--- src/rtl/mips_mc_pkg.sv ---
// Shared definitions for the multicycle MIPS datapath.
// Holds the opcode and funct constants, the encodings of the controller
// selects (ALUOp, PCSource, ALUSrcB), the internal ALU operation enum, and
// the ALU-control decode function.
package mips_mc_pkg;

  localparam logic [5:0] OP_RTYPE = 6'h00;
  localparam logic [5:0] OP_LW    = 6'h23;
  localparam logic [5:0] OP_SW    = 6'h2B;
  localparam logic [5:0] OP_BEQ   = 6'h04;
  localparam logic [5:0] OP_J     = 6'h02;
  localparam logic [5:0] OP_ADDI  = 6'h08;

  localparam logic [5:0] FN_ADD = 6'h20;
  localparam logic [5:0] FN_SUB = 6'h22;
  localparam logic [5:0] FN_AND = 6'h24;
  localparam logic [5:0] FN_OR  = 6'h25;
  localparam logic [5:0] FN_SLT = 6'h2A;

  typedef enum logic [1:0] {
    ALUOP_ADD   = 2'b00,
    ALUOP_SUB   = 2'b01,
    ALUOP_FUNCT = 2'b10,
    ALUOP_ADD2  = 2'b11
  } aluop_e;

  typedef enum logic [1:0] {
    PCSRC_ALU    = 2'b00,
    PCSRC_ALUOUT = 2'b01,
    PCSRC_JUMP   = 2'b10,
    PCSRC_HOLD   = 2'b11
  } pcsrc_e;

  typedef enum logic [1:0] {
    SRCB_REG   = 2'b00,
    SRCB_FOUR  = 2'b01,
    SRCB_IMM   = 2'b10,
    SRCB_IMMSH = 2'b11
  } srcb_e;

  typedef enum logic [2:0] {
    ALU_ADD,
    ALU_SUB,
    ALU_AND,
    ALU_OR,
    ALU_SLT
  } alu_op_e;

  // ALUOp 00/11 add, 01 sub, 10 defers to the funct field; unknown funct adds.
  function automatic alu_op_e alu_decode(input logic [1:0] aluop,
                                         input logic [5:0] funct);
    alu_op_e op;
    op = ALU_ADD;
    case (aluop)
      ALUOP_SUB: op = ALU_SUB;
      ALUOP_FUNCT: begin
        case (funct)
          FN_SUB:  op = ALU_SUB;
          FN_AND:  op = ALU_AND;
          FN_OR:   op = ALU_OR;
          FN_SLT:  op = ALU_SLT;
          default: op = ALU_ADD;
        endcase
      end
      default: op = ALU_ADD;
    endcase
    return op;
  endfunction

endpackage

--- src/rtl/mc_regfile.sv ---
// 32x32 general-purpose register file.
// Ports: clk_i, rst_ni (sync active-low clear of all registers),
//        we_i/waddr_i/wdata_i (one synchronous write port),
//        raddr1_i/rdata1_o, raddr2_i/rdata2_o (two asynchronous read ports).
// Register 0 always reads zero and ignores writes. No write-to-read bypass.
module mc_regfile (
  input  logic        clk_i,
  input  logic        rst_ni,
  input  logic        we_i,
  input  logic [4:0]  waddr_i,
  input  logic [31:0] wdata_i,
  input  logic [4:0]  raddr1_i,
  input  logic [4:0]  raddr2_i,
  output logic [31:0] rdata1_o,
  output logic [31:0] rdata2_o
);

  logic [31:0] regs_q [32];

  always_ff @(posedge clk_i) begin
    if (!rst_ni) begin
      for (int unsigned i = 0; i < 32; i++) begin
        regs_q[i] <= '0;
      end
    end else if (we_i && (waddr_i != 5'd0)) begin
      regs_q[waddr_i] <= wdata_i;
    end
  end

  assign rdata1_o = (raddr1_i == 5'd0) ? '0 : regs_q[raddr1_i];
  assign rdata2_o = (raddr2_i == 5'd0) ? '0 : regs_q[raddr2_i];

endmodule

--- src/rtl/mc_datapath.sv ---
// Multicycle MIPS datapath: PC, IR, MDR, A/B/ALUOut latches, register file,
// ALU control decode and ALU. Driven entirely by the controller strobes.
// Ports:
//   clk, rst (sync active-low)
//   PCWriteCond, PCWrite, IorD, MemRead, MemWrite, MemtoReg, IRWrite,
//   RegWrite, RegDst, ALUSrcA (strobes); PCSource, ALUSrcB, ALUOp (selects)
//   opcode -> controller; mem_addr/mem_wdata/mem_we/mem_re/mem_rdata to the
//   unified memory (combinational read); pc, zero for observation.
module mc_datapath
  import mips_mc_pkg::*;
#(
  parameter logic [31:0] RESET_PC = 32'h0000_0000
) (
  input  logic        clk,
  input  logic        rst,
  input  logic        PCWriteCond,
  input  logic        PCWrite,
  input  logic        IorD,
  input  logic        MemRead,
  input  logic        MemWrite,
  input  logic        MemtoReg,
  input  logic        IRWrite,
  input  logic        RegWrite,
  input  logic        RegDst,
  input  logic        ALUSrcA,
  input  logic [1:0]  PCSource,
  input  logic [1:0]  ALUSrcB,
  input  logic [1:0]  ALUOp,
  output logic [5:0]  opcode,
  output logic [31:0] mem_addr,
  output logic [31:0] mem_wdata,
  output logic        mem_we,
  output logic        mem_re,
  input  logic [31:0] mem_rdata,
  output logic [31:0] pc,
  output logic        zero
);

  logic [31:0] pc_q, pc_d;
  logic [31:0] ir_q, mdr_q, a_q, b_q, aluout_q;
  logic [31:0] rf_rd1, rf_rd2;
  logic [31:0] sext_imm;
  logic [31:0] src_a, src_b, alu_result;
  logic [4:0]  rf_waddr;
  logic [31:0] rf_wdata;
  logic        pc_en;
  alu_op_e     alu_op;

  mc_regfile u_regfile (
    .clk_i    (clk),
    .rst_ni   (rst),
    .we_i     (RegWrite),
    .waddr_i  (rf_waddr),
    .wdata_i  (rf_wdata),
    .raddr1_i (ir_q[25:21]),
    .raddr2_i (ir_q[20:16]),
    .rdata1_o (rf_rd1),
    .rdata2_o (rf_rd2)
  );

  assign rf_waddr = RegDst ? ir_q[15:11] : ir_q[20:16];
  assign rf_wdata = MemtoReg ? mdr_q : aluout_q;
  assign sext_imm = {{16{ir_q[15]}}, ir_q[15:0]};

  always_comb begin
    src_a = ALUSrcA ? a_q : pc_q;
    src_b = b_q;
    case (ALUSrcB)
      SRCB_FOUR:  src_b = 32'd4;
      SRCB_IMM:   src_b = sext_imm;
      SRCB_IMMSH: src_b = {sext_imm[29:0], 2'b00};
      default:    src_b = b_q;
    endcase
  end

  assign alu_op = alu_decode(ALUOp, ir_q[5:0]);

  always_comb begin
    alu_result = '0;
    case (alu_op)
      ALU_SUB: alu_result = src_a - src_b;
      ALU_AND: alu_result = src_a & src_b;
      ALU_OR:  alu_result = src_a | src_b;
      ALU_SLT: alu_result = {31'd0, $signed(src_a) < $signed(src_b)};
      default: alu_result = src_a + src_b;
    endcase
  end

  assign zero = (alu_result == 32'd0);

  always_comb begin
    pc_d = pc_q;
    case (PCSource)
      PCSRC_ALU:    pc_d = alu_result;
      PCSRC_ALUOUT: pc_d = aluout_q;
      PCSRC_JUMP:   pc_d = {pc_q[31:28], ir_q[25:0], 2'b00};
      default:      pc_d = pc_q;
    endcase
  end

  assign pc_en = PCWrite | (PCWriteCond & zero);

  always_ff @(posedge clk) begin
    if (!rst) begin
      pc_q     <= RESET_PC;
      ir_q     <= '0;
      mdr_q    <= '0;
      a_q      <= '0;
      b_q      <= '0;
      aluout_q <= '0;
    end else begin
      if (pc_en) begin
        pc_q <= pc_d;
      end
      if (IRWrite) begin
        ir_q <= mem_rdata;
      end
      mdr_q    <= mem_rdata;
      a_q      <= rf_rd1;
      b_q      <= rf_rd2;
      aluout_q <= alu_result;
    end
  end

  assign opcode    = ir_q[31:26];
  assign mem_addr  = IorD ? aluout_q : pc_q;
  assign mem_wdata = b_q;
  // Strobes are masked by reset so an aborted instruction cannot write memory.
  assign mem_we    = MemWrite & rst;
  assign mem_re    = MemRead & rst;
  assign pc        = pc_q;

endmodule

--- config.mk ---
export PLATFORM = sky130hd
export DESIGN_NAME = mc_datapath
export DESIGN_NICKNAME = d
export VERILOG_FILES = /design/src/rtl/mips_mc_pkg.sv /design/src/rtl/mc_regfile.sv /design/src/rtl/mc_datapath.sv
export SDC_FILE = /design/constraint.sdc
export NUM_CORES = 2
export LEC_CHECK = 0
export ABC_AREA = 0
export BUFFER_PORTS_ARGS = -buffer_cell sky130_fd_sc_hd__buf_4
export CORE_MARGIN = 1
export CORE_UTILIZATION = 55
export DETAILED_ROUTE_END_ITERATION = 7
export HOLD_SLACK_MARGIN = 0.03
export PLACE_DENSITY = 0.74
export SYNTH_ARGS = -nofsm -noshare
export SYNTH_HDL_FRONTEND = slang
export SYNTH_HIERARCHICAL = 1
export SYNTH_SLANG_ARGS = --single-unit
--- constraint.sdc ---
create_clock -name clk -period 4.5 [get_ports clk]
set_input_delay 0.225 -clock clk [delete_from_list [all_inputs] [get_ports clk]]
set_output_delay 0.225 -clock clk [all_outputs]
set_load 0.05 [all_outputs]
==> results.yml <==
status:
  status: "finished, violations left"
  violations: "negative setup slack"
worst_hold_path:
  hold_depth: 3
  hold_class: "in2reg"
  holdPathEnd: "mdr_q[30]"
  hold_start: "mem_rdata[30]"
sta:
  worst_pin_slew_ps: 1380
  fmax_mhz: 203
  rsz0062_at_grt: "true"
  finalHoldViolCount: 0
  finalCriticalPeriod_ps: 4920
  fin_hold_ws_ps: 187
  setup_viol: 30
  fin_tns_setup_ps: -2140
  clock_skew_ps: 29.7
  fin_crit_sh_pct: 109
  slew_headroom_pct: 7.98
  slew_viol_final: 0
  setup_ws_ps: -418
yosys:
  synth.area.top_cells: "edfxtp_1, mux4_2, and2_1"
  yosysWarnings: 6
  synth_area_per_cell_sq_um: 13.2
  synth_seq_cells: 1216
  async_reset_ff_share_pct: 0
  netlist_area_sq_um: 68100
  synth_top_area_share_pct: 45.2
  synth-edff-count: 1024
  ys_seq_area_share_pct: 50.8
  synthMostInstantiatedCell: "and2_1"
  synthFlopType: "edfxtp_1"
  yosysUniqueCellTypes: 95
  syn_inst: 5159
  yosys-top-cells-count: "and2_1, edfxtp_1, mux4_2"
  synth_top_area_cell: "edfxtp_1"
placement:
  finalWeightedCongestion: 0.988
  dp_hpwl_microns: 155000
  portBuffers: 154
  dp_cells: 6900
  placed_area_sq_um: 73200
  pre_cts_slack_ps: -292
grt:
  overflow: 0
  grt_pass1_wl_microns: 339000
  grt_max_degree: 87
  grt_pass1_vias: 48800
  track_usage_pct: 37.7
  antenna_found_initial: 10
clock_tree:
  cts_buffer_depth: 3
  numCtsBuffers: 134
  cts_tree: "done"
  clk_latency_ps: 790
  cts.sinks: 1216
  cts_root_buffer: "clkbuf_16"
  path_clk_slew_ps: 70
  cts.htree.levels: 4
finish:
  utilization_pct: 65.0
  multi_input_area_sq_um: 32100
  fill_cells: 8763
  instances_no_fill: 7239
  synthToLayoutAreaGrowth_pct: 16.7
  nets: 5658
  stdcell_area_sq_um: 79500
  final_layout_size_suffix_gt1_share_pct: 30.5
  ff_latch_area_sq_um: 34700
power:
  ir_drop_mv: 0.411
  fin_total_pwr_mw: 30.8
  power_density_nw_per_um2: 387
  leakage_nw: 29.2
routing:
  first_pass_iters: 6
  vias: 49500
  drt_iter0_markers: 7381
  totalWireLength_microns: 238000
  viasPerCell: 6.84
  drc_errors: 0
  wl_per_cell_microns: 32.9
  drtAntennaViolNets: 0
floorplan:
  io-pin-count: 155
  die_area_sq_um: 125000
  core_area_sq_um: 122000
  rows: 128
  die_x_microns: 354
  initial_core_util_pct: 55.7
  die_y_microns: 354
worst_setup_path:
  crit_start: "ir_q[7]"
  worstSetupPathType: "reg2out"
  worstPathMaxFanout: 6
  worstPathCellList: "mux2_4, a22o_1, ha_4, buf_6, or4_4, o211ai_4, nor2_1, o21bai_1, mux2_4, a221oi_2, buf_4, nand2_2, nor4_2, and4_4, buf_6"
  cp.required_ps: 4280
  critical-path-max-stage-delay_ps: 520
  cpMaxStageDelayCell: "or4_4"
  rrSetupSlack_ps: -140
  regToRegEndpoint: "pc[27]"
  ff2ff_path_depth: 23
  end_kind: "output port"
  critPathArrivalTime_ps: 4690
  rr_startpoint: "ir_q[4]"
  crit_path_start_kind: "register"
flow_run:
  max_cap_violations: 0
==> layout make-up <==
class / instances / area share, %
repair buffers: 687 / 7.32
inverters: 108 / 0.513
clock buffers: 173 / 4.64
multi-input cells: 3357 / 40.4
clock inverters: 66 / 0.913
diodes: 7 / 0.0220
well taps: 1625 / 2.56
flip-flops and latches: 1216 / 43.6
==> worst max-delay path by stage <==
stage	to	slack, ps	cells past startpoint
4_1_cts	zero	-330	20
3_5_place_dp	pc[15]	-290	16
3_3_place_gp	pc[27]	-340	19
2_1_floorplan	pc[10]	30	20
6_report	zero	-420	15
5_1_grt	zero	-460	18
==> state kept, by name, summed over array words and instances (netlist names) <==
register,flops
ir_q,32
mem_wdata,32
aluout_q,32
pc,32
a_q,32
mdr_q,32
u_regfile/regs_q,1024
==> cell usage in the layout (no fill, tap or decap), drive strengths merged, types with 19 or more instances in the layout <==
cell and count:
a21o 19, buf 642, conb 32, o221ai 29, nand3 20, a211oi 54
a22o 67, and2 1114, ha 102, nor3 80, o31ai 19, nor2b 29
clkinv 44, nor4 34, dfxtp 192, o21ai 93, nor2 177, a2111oi 33
o211ai 32, a221oi 29, nand2 133, mux2i 234, a21oi 96, inv 112
a22oi 19, mux4 470, o22ai 85, clkbuf 173, mux2 146, edfxtp 1024
dlygate4sd3 45
==> metal layers <==
metal | up-vias | wire length (microns) | GRT usage [%] | share of wire (%)
met5 | - | 36 | 0 | 0.015
met4 | 6 | 14900 | 21.1 | 6.2
met3 | 885 | 28100 | 8.87 | 12
met2 | 3688 | 112000 | 60.3 | 47
met1 | 24800 | 83300 | 47.3 | 35
li1 | 20200 | - | - | -
==> kinds of logic after synthesis <==
group | after synthesis | synth area share, %
simple gates | 1674 | 14.3
flops | 1216 | 50.8
mux | 850 | 21.4
compound gates | 688 | 7.34
buf+inv | 617 | 4.14
fa+ha+maj | 104 | 1.93
xor+xnor | 9 | 0.116
other cells | 1 | 0.00551
==> worst max-delay path, delay by kind of cell, from the launching register on <==
kind / cells / cell delay [ps]
flip-flops: 1 / 360
multiplexers: 2 / 600
AND/OR/NAND/NOR: 5 / 1300
adder cells (fa/ha/maj): 1 / 270
AO/OA/AOI/OAI: 4 / 930
buffers and inverters: 3 / 450
==> power breakdown <==
| group | internal, mW | total [mW] | leakage (nW) | switching (mW) |
|---|---|---|---|---|
| clock | 6.54 | 11.2 | 2.15 | 4.65 |
| sequential | 12.7 | 13.2 | 12.2 | 0.480 |
| combinational | 2.64 | 6.42 | 14.8 | 3.78 |
| total | 21.9 | 30.8 | 29.2 | 8.91 |
==> timing repair <==
| item | in CTS | in global routing |
|---|---|---|
| hold buffers | 45 | 0 |
| endpoints found under the setup margin | 16 | 33 |
| setup buffers | 35 | 16 |
| gates cloned | 2 | 0 |
| hold endpoints to repair | 75 | 0 |
| pin swaps | 49 | 45 |
| resized for setup | 132 | 81 |
Note: power is estimated with default switching activity, not from simulation.
